--- src/rtl/sw_deb_pkg.sv ---
// Shared constants, event-state type and threshold helper for the switch debouncer.
// SW_DEB_FAST_SIM_EN forces a short debounce threshold for fast simulation builds.
package sw_deb_pkg;

    localparam int SW_WIDTH           = 16;
    localparam int CLK_HZ             = 100_000_000;
    localparam int DEB_MS             = 10;
    localparam int DEB_CYCLES_DEFAULT = (CLK_HZ / 1000) * DEB_MS;
    localparam int FAST_SIM_CYCLES    = 4;

    typedef enum logic {
        IDLE = 1'b0,
        PEND = 1'b1
    } evt_state_e;

    function automatic int deb_threshold(input int cycles);
`ifdef SW_DEB_FAST_SIM_EN
        return FAST_SIM_CYCLES;
`else
        return cycles;
`endif
    endfunction

endpackage

--- src/rtl/sw_deb_chan.sv ---
// One switch channel: synchroniser chain, stability counter, debounced level and edge pulses.
// Threshold comes from deb_threshold(), which honours SW_DEB_FAST_SIM_EN.
module sw_deb_chan
    import sw_deb_pkg::*;
#(
    parameter int DEBOUNCE_CYCLES = DEB_CYCLES_DEFAULT,
    parameter int SYNC_STAGES     = 2
) (
    input  logic clk_i,
    input  logic rst_i,
    input  logic sw_i,
    output logic db_o,
    output logic rise_o,
    output logic fall_o,
    output logic db_next_o,
    output logic chg_o
);

    localparam int THRESH = deb_threshold(DEBOUNCE_CYCLES);
    localparam int CW     = $clog2(THRESH);

    logic [SYNC_STAGES-1:0] sync_q, sync_d;
    logic [CW-1:0]          cnt_q, cnt_d;
    logic                   db_q, db_d;
    logic                   rise_q, rise_d;
    logic                   fall_q, fall_d;
    logic                   s_s;
    logic                   tog_s;

    // Next-state: shift synchroniser, count disagreement, toggle on the final count.
    always_comb begin
        sync_d = {sync_q[SYNC_STAGES-2:0], sw_i};
        s_s    = sync_q[SYNC_STAGES-1];
        cnt_d  = '0;
        db_d   = db_q;
        rise_d = 1'b0;
        fall_d = 1'b0;
        tog_s  = 1'b0;
        if (s_s != db_q) begin
            if (cnt_q == CW'(THRESH - 1)) begin
                tog_s  = 1'b1;
                db_d   = ~db_q;
                rise_d = ~db_q;
                fall_d = db_q;
            end else begin
                cnt_d = cnt_q + CW'(1);
            end
        end else begin
            cnt_d = '0;
        end
    end

    // Channel state registers.
    always_ff @(posedge clk_i) begin
        if (rst_i) begin
            sync_q <= '0;
            cnt_q  <= '0;
            db_q   <= 1'b0;
            rise_q <= 1'b0;
            fall_q <= 1'b0;
        end else begin
            sync_q <= sync_d;
            cnt_q  <= cnt_d;
            db_q   <= db_d;
            rise_q <= rise_d;
            fall_q <= fall_d;
        end
    end

    assign db_o      = db_q;
    assign rise_o    = rise_q;
    assign fall_o    = fall_q;
    // Pre-edge view lets the event logic capture the snapshot in the same cycle as the pulse.
    assign db_next_o = db_d;
    assign chg_o     = tog_s;

endmodule

--- src/rtl/sw_debounce_evt.sv ---
// Debounced switch bank with rise/fall pulses and a valid/ready snapshot event channel.
// Define SW_DEB_FAST_SIM_EN to shorten the debounce threshold for simulation.
module sw_debounce_evt
    import sw_deb_pkg::*;
#(
    parameter int WIDTH           = SW_WIDTH,
    parameter int DEBOUNCE_CYCLES = DEB_CYCLES_DEFAULT,
    parameter int SYNC_STAGES     = 2
) (
    input  logic             CLK,
    input  logic             RST,
    input  logic [WIDTH-1:0] sw,
    output logic [WIDTH-1:0] sw_db,
    output logic [WIDTH-1:0] rise,
    output logic [WIDTH-1:0] fall,
    output logic             evt_valid,
    input  logic             evt_ready,
    output logic [WIDTH-1:0] evt_data,
    output logic             evt_overflow
);

    logic [WIDTH-1:0] db_next_s;
    logic [WIDTH-1:0] chg_s;
    logic             change_s;

    evt_state_e       state_q, state_d;
    logic             valid_q, valid_d;
    logic [WIDTH-1:0] data_q, data_d;
    logic             ovf_q, ovf_d;

    for (genvar gi = 0; gi < WIDTH; gi++) begin : g_chan
        sw_deb_chan #(
            .DEBOUNCE_CYCLES (DEBOUNCE_CYCLES),
            .SYNC_STAGES     (SYNC_STAGES)
        ) u_chan (
            .clk_i     (CLK),
            .rst_i     (RST),
            .sw_i      (sw[gi]),
            .db_o      (sw_db[gi]),
            .rise_o    (rise[gi]),
            .fall_o    (fall[gi]),
            .db_next_o (db_next_s[gi]),
            .chg_o     (chg_s[gi])
        );
    end

    assign change_s = |chg_s;

    // Event FSM: capture a snapshot, hold it until accepted, flag changes lost while waiting.
    always_comb begin
        state_d = state_q;
        data_d  = data_q;
        ovf_d   = ovf_q;
        case (state_q)
            IDLE: begin
                if (change_s) begin
                    state_d = PEND;
                    data_d  = db_next_s;
                end else begin
                    state_d = IDLE;
                end
            end
            PEND: begin
                if (evt_ready) begin
                    if (change_s) begin
                        data_d = db_next_s;
                    end else begin
                        state_d = IDLE;
                    end
                end else if (change_s) begin
                    ovf_d = 1'b1;
                end else begin
                    state_d = PEND;
                end
            end
            default: begin
                state_d = IDLE;
            end
        endcase
        valid_d = (state_d == PEND);
    end

    // Event state and output registers.
    always_ff @(posedge CLK) begin
        if (RST) begin
            state_q <= IDLE;
            valid_q <= 1'b0;
            data_q  <= '0;
            ovf_q   <= 1'b0;
        end else begin
            state_q <= state_d;
            valid_q <= valid_d;
            data_q  <= data_d;
            ovf_q   <= ovf_d;
        end
    end

    assign evt_valid    = valid_q;
    assign evt_data     = data_q;
    assign evt_overflow = ovf_q;

endmodule

--- config.mk ---
export PLATFORM = sky130hd
export DESIGN_NAME = sw_debounce_evt
export DESIGN_NICKNAME = d
export VERILOG_FILES = /design/src/rtl/sw_deb_pkg.sv /design/src/rtl/sw_deb_chan.sv /design/src/rtl/sw_debounce_evt.sv
export SDC_FILE = /design/constraint.sdc
export NUM_CORES = 1
export LEC_CHECK = 0
export BUFFER_PORTS_ARGS = -buffer_cell sky130_fd_sc_hd__buf_2
export CAP_MARGIN = 20
export CORE_ASPECT_RATIO = 0.75
export CORE_MARGIN = 2
export CORE_UTILIZATION = 54
export DETAILED_ROUTE_END_ITERATION = 8
export PLACE_DENSITY = 0.71
export SYNTH_ARGS = -nofsm -noshare
export SYNTH_HDL_FRONTEND = slang
export SYNTH_HIERARCHICAL = 1
export SYNTH_SLANG_ARGS = --single-unit
--- constraint.sdc ---
create_clock -name CLK -period 3.9 [get_ports CLK]
set_input_delay 0.975 -clock CLK [delete_from_list [all_inputs] [get_ports CLK]]
set_output_delay 0.975 -clock CLK [all_outputs]
set_load 0.05 [all_outputs]
After elaboration in Yosys (flattened, before gate mapping)
Index checks and enable logic that the tools add are counted.
Operators by class
  order comparisons: 0
  bitwise gates (word level): 50
  add/sub/neg operators: 16
  shift operators: 0
  multiply operators: 0
  reduce and logical (&&, ||, !) cells: 34
  equality and inequality tests: 33
  divide/modulo/power cells: 0
  multiplexer cells: 70
Operator list (number)
  $add 20x1->20 const B: 16
  $eq 20x20->1 const B: 16
  $reduce_or 3->1: 32
  $mux 1: 66
  $not 1->1: 50
  $mux 16: 2
  $pmux 16 s2: 1
  $ne 1x1->1: 16
  $reduce_or 16->1: 1
  $reduce_and 3->1: 1
  $ne 2x2->1 const B: 1
  $pmux 1 s2: 1
Word-level totals
  memories: 0
  bits in writable memories: 0
  output and inout port bits: 66
  register bits after elaboration: 418
  latch bits: 0
  logic and storage cells: 286
  bits in read-only memories: 0
  input port bits: 19

Depth between registers and ports, before layout
Gate-level depths: netlist of the first run.
  depth after elaboration: 7
  depth in mapped cells: 10
  gate-level depth less buffers: 8

Cells and area by module
Netlist of the first run, hierarchy kept.
Modules (own cells, without submodules)
  sw_deb_chan at g_chan[0].u_chan ...: area an instance 1146.1 µm², seq. area each 500.5 µm², cells each 121, times used 15
  sw_deb_chan at g_chan[9].u_chan: area an instance 1067.3 µm², seq. area each 500.5 µm², cells each 121, times used 1
  sw_debounce_evt: area an instance 902.1 µm², seq. area each 360.3 µm², cells each 81, times used 1

Least setup slack after synthesis of the first run
OpenSTA, ideal clock, no wires.
  kind: register to register
  start point: register g_chan[7].u_chan.cnt_q[0]
  end point: register data_q[0] (netlist: evt_data[0])
  stages on the path, launching flop included: 11
  data arrival time: 2.480 ns
  library setup time: 0.072 ns
  path slack: 1.348 ns
  required time: 3.828 ns
  cell sequence: dfxtp_1 > ha_1 > nand3_4 > or2_1 > buf_6 > or3_4 > nor2_1 > nor4_4 > a41oi_4 > buf_6 > mux2i_1
Between the ends
  longest elaborated chain between the ends: 7
RTL lines
  from (decl): line sw_deb_chan.sv:23  | logic [CW-1:0] cnt_q, cnt_d;
  from (signal assigned): line sw_deb_chan.sv:63  | cnt_q <= cnt_d;
  $eq 20x20->1 (*): line sw_deb_chan.sv:40  | if (cnt_q == CW'(THRESH - 1)) begin
  $mux 1 (*): line sw_deb_chan.sv:40
  $mux 1 (*): line sw_deb_chan.sv:39  | if (s_s != db_q) begin
  via chg_s[7]: line sw_debounce_evt.sv:23  | logic [WIDTH-1:0] chg_s;
  $reduce_or 16->1 (*): line sw_debounce_evt.sv:47  | assign change_s = |chg_s;
  $mux 16 (*)
  $mux 16
  $pmux 16 s2 (*)
  to (signal assigned): line sw_debounce_evt.sv:93  | data_q <= data_d;
  to (decl): line sw_debounce_evt.sv:28  | logic [WIDTH-1:0] data_q, data_d;
Mark *: on every way through the listed nets, which the timed path passes. The rest lies on a longest branch. The select of a mux whose other input is x is not followed.
A chain may end at the register's enable or synchronous reset.

Worst setup path after layout of the first run
  start point: register g_chan[4].u_chan.cnt_q[0]
  end point: register data_q[14] (netlist: evt_data[14])
Between the ends
  longest elaborated chain between the ends: 7
RTL lines (line)
  from (decl): sw_deb_chan.sv:23
  from (signal assigned): sw_deb_chan.sv:63
  $eq 20x20->1 (*): sw_deb_chan.sv:40
  $mux 1 (*): sw_deb_chan.sv:40
  $mux 1 (*): sw_deb_chan.sv:39
  via chg_s[4]: sw_debounce_evt.sv:23
  $reduce_or 16->1 (*): sw_debounce_evt.sv:47
  $mux 16 (*)
  $mux 16
  $pmux 16 s2 (*)
Marked as above.

==> summary.md, run 1 <==
| Metric | Value |
|---|---|
| Min Hold Slack | 0.429 ns |
| Largest net degree at the start of global routing | 57 |
| Met2 usage | 32.0% |
| Register area | 8370 sq um |
| Skew-Pair Late Insertion Delay | 0.55 ns |
| Commonest cells after routing, fill and taps aside | 418 x dfxtp_1, 361 x nor2_1, 220 x xnor2_1 |
| Die width | 222 um |
| Diodes inserted | 0 |
| Synth Flop Type | dfxtp_1 |
| Number of max-cap violations | 0 |
| Die ar. | 37,000 sq um |
| WL/cell | 14.9 um |
| Met1 Use GR | 30.4% |
| Top cells by area, synth | dfxtp_1 44%, xnor2_1 10%, nor2_1 7.1% |
| Clock share of power | 47.9% |
| F_max | 314 MHz |
| CP Data Required Time | 4.37 ns |
| Final Max Tran Viols | 0 |
| Setup crit end kind | register |
| Number of global-route vias before repair | 13,300 |
| RePlAce Congestion | 0.839 |
| Layout cell share with drive strength beyond 1 | 15.3% |
| Clk sinks | 418 |
| RSZ-0062 raised after global routing | false |
| CP Max Fanout | 9 |
| Post-CTS Hold Buffers | 0 |
| NetSw | 0.00173 W |
| Number of vias per cell | 5.57 |
| Crit-path max cell delay | 0.50 ns |
| Drt total wl | 38,700 um |
| Syn avg cell area | 9.50 sq um |
| Crit path launch type | register |
| Synth top area share | 43.7% |
| Via count | 14,500 |
| Initial Util | 55.0% |
| I/O pin cnt | 85 |
| Leading area contributor after synthesis | dfxtp_1 |
| H-tree levels | 2 |
| PortBufs | 84 |
| Worst EP arrival | 3.65 ns |
| Initial antenna violation count | 0 |
| Combinational power share | 1.4% |
| Synthesized Nets | 2,052 |
| Pre-CTS WS | 0.743 ns |
| PnR worst setup slack | 0.711 ns |
| HPWL after DPL | 27,200 um |
| Failing checks | DRC |
| Sequential area share after synthesis | 43.7% |
| Post-route ant nets | 0 |
| Area growth syn-to-layout | 11.4% |
| # fillers | 2,987 |
| Slowest library cell on the worst path | a41oi_4 |
| Multi-input gate area | 10,300 sq um |
| CORE AREA | 34,800 sq um |
| Leading cell type in the layout, fill and taps excluded | dfxtp_1 |
| Total power | 0.00849 W |
| Global route overflow | 0 |
| Yosys reg bits | 418 |
| CTS root buf | clkbuf_16 |
| EDFF count, synth | 0 |
| Slew margin rel. | 48.4% |
| Total iterations of the first detailed-routing run | 9 |
| Async set or reset register ratio after synthesis | 0% |
| Sequential Power Share | 50.8% |
| Critical-path cell list | ha_1 -> nand3_4 -> or2_1 -> or3_4 -> nor2_1 -> nor4_4 -> a41oi_4 -> buf_4 -> mux2i_1 |
| Row cnt | 59 |
| Final Skew | 0.0132 ns |
| Tightest Pin Transition | 0.767 ns |
| First-pass GRT wire length | 65,500 um |
| Busiest grt layer | met2 |
| Sw Share | 20.4% |
| Nets@finish | 2,150 |
| Cell Pwr Density | 398 nW/um^2 |
| CTS Buf Count | 42 |
| Hold Path Class | reg2reg |
| Final hold vios | 0 |
| Worst Path Class, Setup | reg2reg |
| Met3 usage | 3.32% |
| DR DRC count | 4 |
| Unique masters post-synth | 48 |
| CTS tree | built |
| Leak | 6.32 nW |
| Design internal power | 0.00676 W |
| Die height | 167 um |
| Sum Neg Setup Slack | 0 ns |
| GRT Overall Usage | 20.8% |
| Tmin final | 3.19 ns |
| Synthesis Warnings | 6 |
| Drt initial violations | 1,104 |
| Clk slew on worst S/H paths | 0.06 ns |
| Clk buf depth | 3 |
| Status | finished with violations |
| Total setup buffers inserted after CTS | 0 |
| Post-cts sizing count | 0 |
| Post-Synthesis Cells | 2,017 |
| Peak supply drop | 0.343 mV |
| Final setup vio count | 0 |
| Synthesized area | 19,200 sq um |
| Tcrit/Tclk final | 81.8% |
[metal layers]
layer | routed length [um] | part of all wire (%)
met5 | 0 | 0
met4 | 691 | 1.8
met1 | 19600 | 51
met2 | 16800 | 43
met3 | 1630 | 4.2
[worst paths after layout]
check	start	to	slack (ns)	cells past startpoint
min	g_chan[15].u_chan/sync_q[0]$_SDFF_PP0_	g_chan[15].u_chan/sync_q[1]$_SDFF_PP0_	0.43	1
min reg2reg	g_chan[15].u_chan/sync_q[0]$_SDFF_PP0_	g_chan[15].u_chan/sync_q[1]$_SDFF_PP0_	0.43	1
max	g_chan[4].u_chan/cnt_q[0]$_SDFF_PP0_	evt_data[14]$_SDFFE_PP0P_	0.71	9
max reg2reg	g_chan[4].u_chan/cnt_q[0]$_SDFF_PP0_	evt_data[14]$_SDFFE_PP0P_	0.71	9
[sequential cells by signal, indices dropped and copies added (netlist names)]
signal and flops:
evt_overflow 1, g_chan.u_chan/cnt_q 320, evt_data 16, g_chan.u_chan/db_o 16, g_chan.u_chan/rise_o 16, evt_valid 1
g_chan.u_chan/fall_o 16, g_chan.u_chan/sync_q 32
[power groups by stage]
| stage | Sequential [W] | Clock (W) | Combinational, W |
|---|---|---|---|
| floorplan | 0.00440 | 0 | 0.0000630 |
| global placement | 0.00440 | 0 | 0.000118 |
| detailed placement | 0.00440 | 0 | 0.000119 |
| CTS | 0.00431 | 0.00417 | 0.000120 |
| global route | 0.00431 | 0.00435 | 0.000130 |
| finish | 0.00431 | 0.00406 | 0.000118 |
[synthesized netlist by cell type, types with 30 or more instances]
library cell  number
a211oi_1          30
and3_1            35
dfxtp_1          418
inv_1             48
nand2_1           95
nand2b_1          48
nand3_1           68
nand4_1           65
nor2_1           361
nor2b_1           33
nor3_1            94
nor4_1            78
o221ai_1          45
xnor2_1          220
[kinds of logic (layout without fill, tap and decap cells)]
family	count (synthesis)	count (layout)	share of synthesized area [%]
flops	418	418	43.7
simple gates	1091	1091	34.9
buf+inv	84	213	2.38
fa+ha+maj	16	16	1.04
compound gates	139	139	5.40
xor+xnor	238	238	10.9
mux	31	31	1.72
[worst max-delay path: cells and delay by family, from the launching register on]
family                   cells  cell delay, ns
flip-flops                   1            0.37
buffers and inverters        1            0.35
AO/OA/AOI/OAI                1            0.50
AND/OR/NAND/NOR              5            1.41
multiplexers                 1            0.21
adder cells (fa/ha/maj)      1            0.26
[cell type report]
type | count | share of cell area, %
multi-input combinational | 1515 | 48.4
sequential | 418 | 39.2
clock buffer | 64 | 6.08
tap | 457 | 2.68
timing repair buffer | 90 | 2.27
inverter | 48 | 0.844
clock inverter | 11 | 0.533
[through the flow]
step           cells  cell area (sq um)  util [%]
5_1_grt         2603              21400      61.3
2_1_floorplan   2017              19200         -
4_1_cts         2603              21400      61.3
3_3_place_gp    2527              19900      57.2
3_5_place_dp    2528              19900      57.2
6_report        2603              21400      61.3
(Power assumes the default switching activity.)
==> run 2: changes to the inputs <==
--- a/config.mk
+++ b/config.mk
@@ -11,7 +11,7 @@
 export CORE_MARGIN = 2
 export CORE_UTILIZATION = 54
 export DETAILED_ROUTE_END_ITERATION = 8
-export PLACE_DENSITY = 0.71
+export PLACE_DENSITY = 0.74
 export SYNTH_ARGS = -nofsm -noshare
 export SYNTH_HDL_FRONTEND = slang
 export SYNTH_HIERARCHICAL = 1
==> constraint.sdc (replaced) <==
create_clock -name CLK -period 2.8 [get_ports CLK]
set_input_delay 0.7 -clock CLK [delete_from_list [all_inputs] [get_ports CLK]]
set_output_delay 0.7 -clock CLK [all_outputs]
set_load 0.05 [all_outputs]
==> summary.md, run 2 (same netlist as run 1, synthesis figures left out) <==
| Metric | Value |
|---|---|
| Largest net degree at the start of global routing | 41 |
| Drt initial violations | 1,233 |
| Clk slew on worst S/H paths | 0.06 ns |
| Hold Path Class | in2reg |
| DR DRC count | 6 |
| Leading cell type in the layout, fill and taps excluded | dfxtp_1 |
| Number of max-cap violations | 0 |
| I/O pin cnt | 85 |
| RSZ-0062 raised after global routing | false |
| # fillers | 2,885 |
| Peak supply drop | 0.335 mV |
| Row cnt | 59 |
| Initial antenna violation count | 1 |
| Placed insts | 2,545 |
| Number of vias per cell | 5.62 |
| Nets@finish | 2,166 |
| HPWL after DPL | 27,700 um |
| Final hold vios | 0 |
| Post-route insts no fill | 2,619 |
| Worst Path Class, Setup | reg2reg |
| Layout cell share with drive strength beyond 1 | 16.2% |
| Area growth syn-to-layout | 12.1% |
| PortBufs | 84 |
| Slowest library cell on the worst path | or3_4 |
| Post-CTS Hold Buffers | 0 |
| Crit path launch type | register |
| Tightest Pin Transition | 0.721 ns |
| Hold EP | g_chan[0].u_chan/sync_q[0]$_SDFF_PP0_ |
| Die ar. | 37,000 sq um |
| Tmin final | 2.65 ns |
| Final Max Tran Viols | 0 |
| WL/cell | 15.0 um |
| Largest regs | g_chan.u_chan/cnt_q x320, g_chan.u_chan/sync_q x32 |
| Largest Register | g_chan.u_chan/cnt_q |
| Post-route ant nets | 0 |
| Skew-Pair Late Insertion Delay | 0.55 ns |
| CP Data Required Time | 3.26 ns |
| CORE AREA | 34,800 sq um |
| Global route overflow | 0 |
| Setup crit end kind | register |
| Sum Neg Setup Slack | 0 ns |
| CTS Buf Count | 41 |
| Total power | 0.0118 W |
| First-pass GRT wire length | 67,100 um |
| CTS root buf | clkbuf_16 |
| Hold path startpoint | sw[0] |
| Leak | 6.39 nW |
| Failing checks | DRC |
| Tcrit/Tclk final | 94.7% |
| Status | finished with violations |
| Final setup vio count | 0 |
| Worst EP arrival | 3.11 ns |
| Clk sinks | 418 |
| Initial Util | 55.0% |
| Pre-CTS WS | 0.00171 ns |
| Slew margin rel. | 51.5% |
| FF-to-FF End | evt_data[1]$_SDFFE_PP0P_ |
| Final Skew | 0.0237 ns |
| H-tree levels | 2 |
| Die width | 222 um |
| GRT Overall Usage | 21.2% |
| Total iterations of the first detailed-routing run | 8 |
| CP Max Fanout | 8 |
| Crit-path max cell delay | 0.44 ns |
| Die height | 167 um |
| Cell Pwr Density | 549 nW/um^2 |
| CTS tree | built |
| Hold path depth | 2 |
| Critical-path cell list | ha_1 -> nand3_4 -> or2_1 -> or3_4 -> nor2_2 -> nor4_4 -> a41oi_4 -> buf_4 -> mux2i_1 |
| Origin of the critical flop-to-flop path | g_chan[4].u_chan/cnt_q[0]$_SDFF_PP0_ |
| Via count | 14,700 |
| RePlAce Congestion | 0.840 |
| Number of global-route vias before repair | 13,800 |
| F_max | 377 MHz |
| Worst Reg2Reg Path Length in Cells | 9 |
| Max FFs per register | 320 |
| Clk buf depth | 3 |
| Drt total wl | 39,300 um |
| Setup slack, reg-to-reg | 0.15 ns |
| Commonest cells after routing, fill and taps aside | 418 x dfxtp_1, 357 x nor2_1, 220 x xnor2_1 |
| PnR worst setup slack | 0.149 ns |
## run 2: cell count changes in the layout (fill, tap and decap cells not counted), moves of 3 or more
| cell | previous run | this run |
|---|---|---|
| clkbuf_16 | 45 | 41 |
| buf_4 | 5 | 20 |
| nor2_2 | 0 | 4 |
| nor2_1 | 361 | 357 |
| clkinv_2 | 6 | 9 |
## run 2: area by class of cell
class                   count  area [sq um]  share of cell area [%]
flip-flops and latches    418          8370                    39.0
clock inverters            15           183                   0.850
repair buffers            107           637                    2.96
clock buffers              58          1190                    5.54
inverters                  48           180                   0.839
diodes                      1          2.50                  0.0117
well taps                 457           572                    2.66
multi-input cells        1515         10300                    48.2
## run 2: what timing repair did
action | in CTS | in global routing
hold endpoints to repair | 0 | 0
endpoints found under the setup margin | 1 | 9
buffers inserted | 0 | 0
gates resized for setup | 1 | 3
## run 2: power by group
| part | switching (W) | internal (W) | leakage [nW] |
|---|---|---|---|
| clock | 0.00229 | 0.00333 | 0.686 |
| sequential | 0.0000244 | 0.00597 | 3.37 |
| combinational | 0.000110 | 0.0000631 | 2.33 |
| total | 0.00243 | 0.00937 | 6.39 |
## run 2: worst max-delay path by stage
stage | startpoint | to | slack, ns | cells past startpoint
after CTS | g_chan[7].u_chan/cnt_q[0]$_SDFF_PP0_ | evt_data[1]$_SDFFE_PP0P_ | 0.13 | 9
final | g_chan[4].u_chan/cnt_q[0]$_SDFF_PP0_ | evt_data[1]$_SDFFE_PP0P_ | 0.15 | 9
after floorplan | g_chan[7].u_chan/cnt_q[0]$_SDFF_PP0_ | evt_data[0]$_SDFFE_PP0P_ | 0.25 | 10
after global placement | g_chan[4].u_chan/cnt_q[0]$_SDFF_PP0_ | evt_data[5]$_SDFFE_PP0P_ | 0.13 | 9
after global routing | g_chan[7].u_chan/cnt_q[0]$_SDFF_PP0_ | evt_data[12]$_SDFFE_PP0P_ | 0.02 | 9
after detailed placement | g_chan[4].u_chan/cnt_q[0]$_SDFF_PP0_ | evt_data[1]$_SDFFE_PP0P_ | 0.002 | 9
## run 2: worst max-delay path, delay by kind of cell, from the launching register on
kind | cells | cell delay [ns]
and+or+nand+nor | 5 | 1.25
DFF | 1 | 0.38
AOI/OAI and AO/OA | 1 | 0.27
adders and majority gates | 1 | 0.25
buffers and inverters | 1 | 0.20
muxes | 1 | 0.20
## run 2: layer usage
metal | GRT usage (%) | wire [um] | vias to the layer above
met5 | 0 | 0 | -
met4 | 5.85 | 801 | 0
met3 | 3.30 | 1640 | 52
met2 | 33.5 | 17300 | 268
met1 | 30.2 | 19600 | 6987
li1 | - | - | 7404
## run 2: metrics by stage
stage | hold WS, ns | cell area, sq um | util (%)
global placement | 0.418 | 20100 | 57.7
CTS | 0.329 | 21500 | 61.6
floorplan | 0.414 | 19200 | -
global route | 0.344 | 21500 | 61.6
detailed placement | 0.423 | 20100 | 57.7
finish | 0.360 | 21500 | 61.6
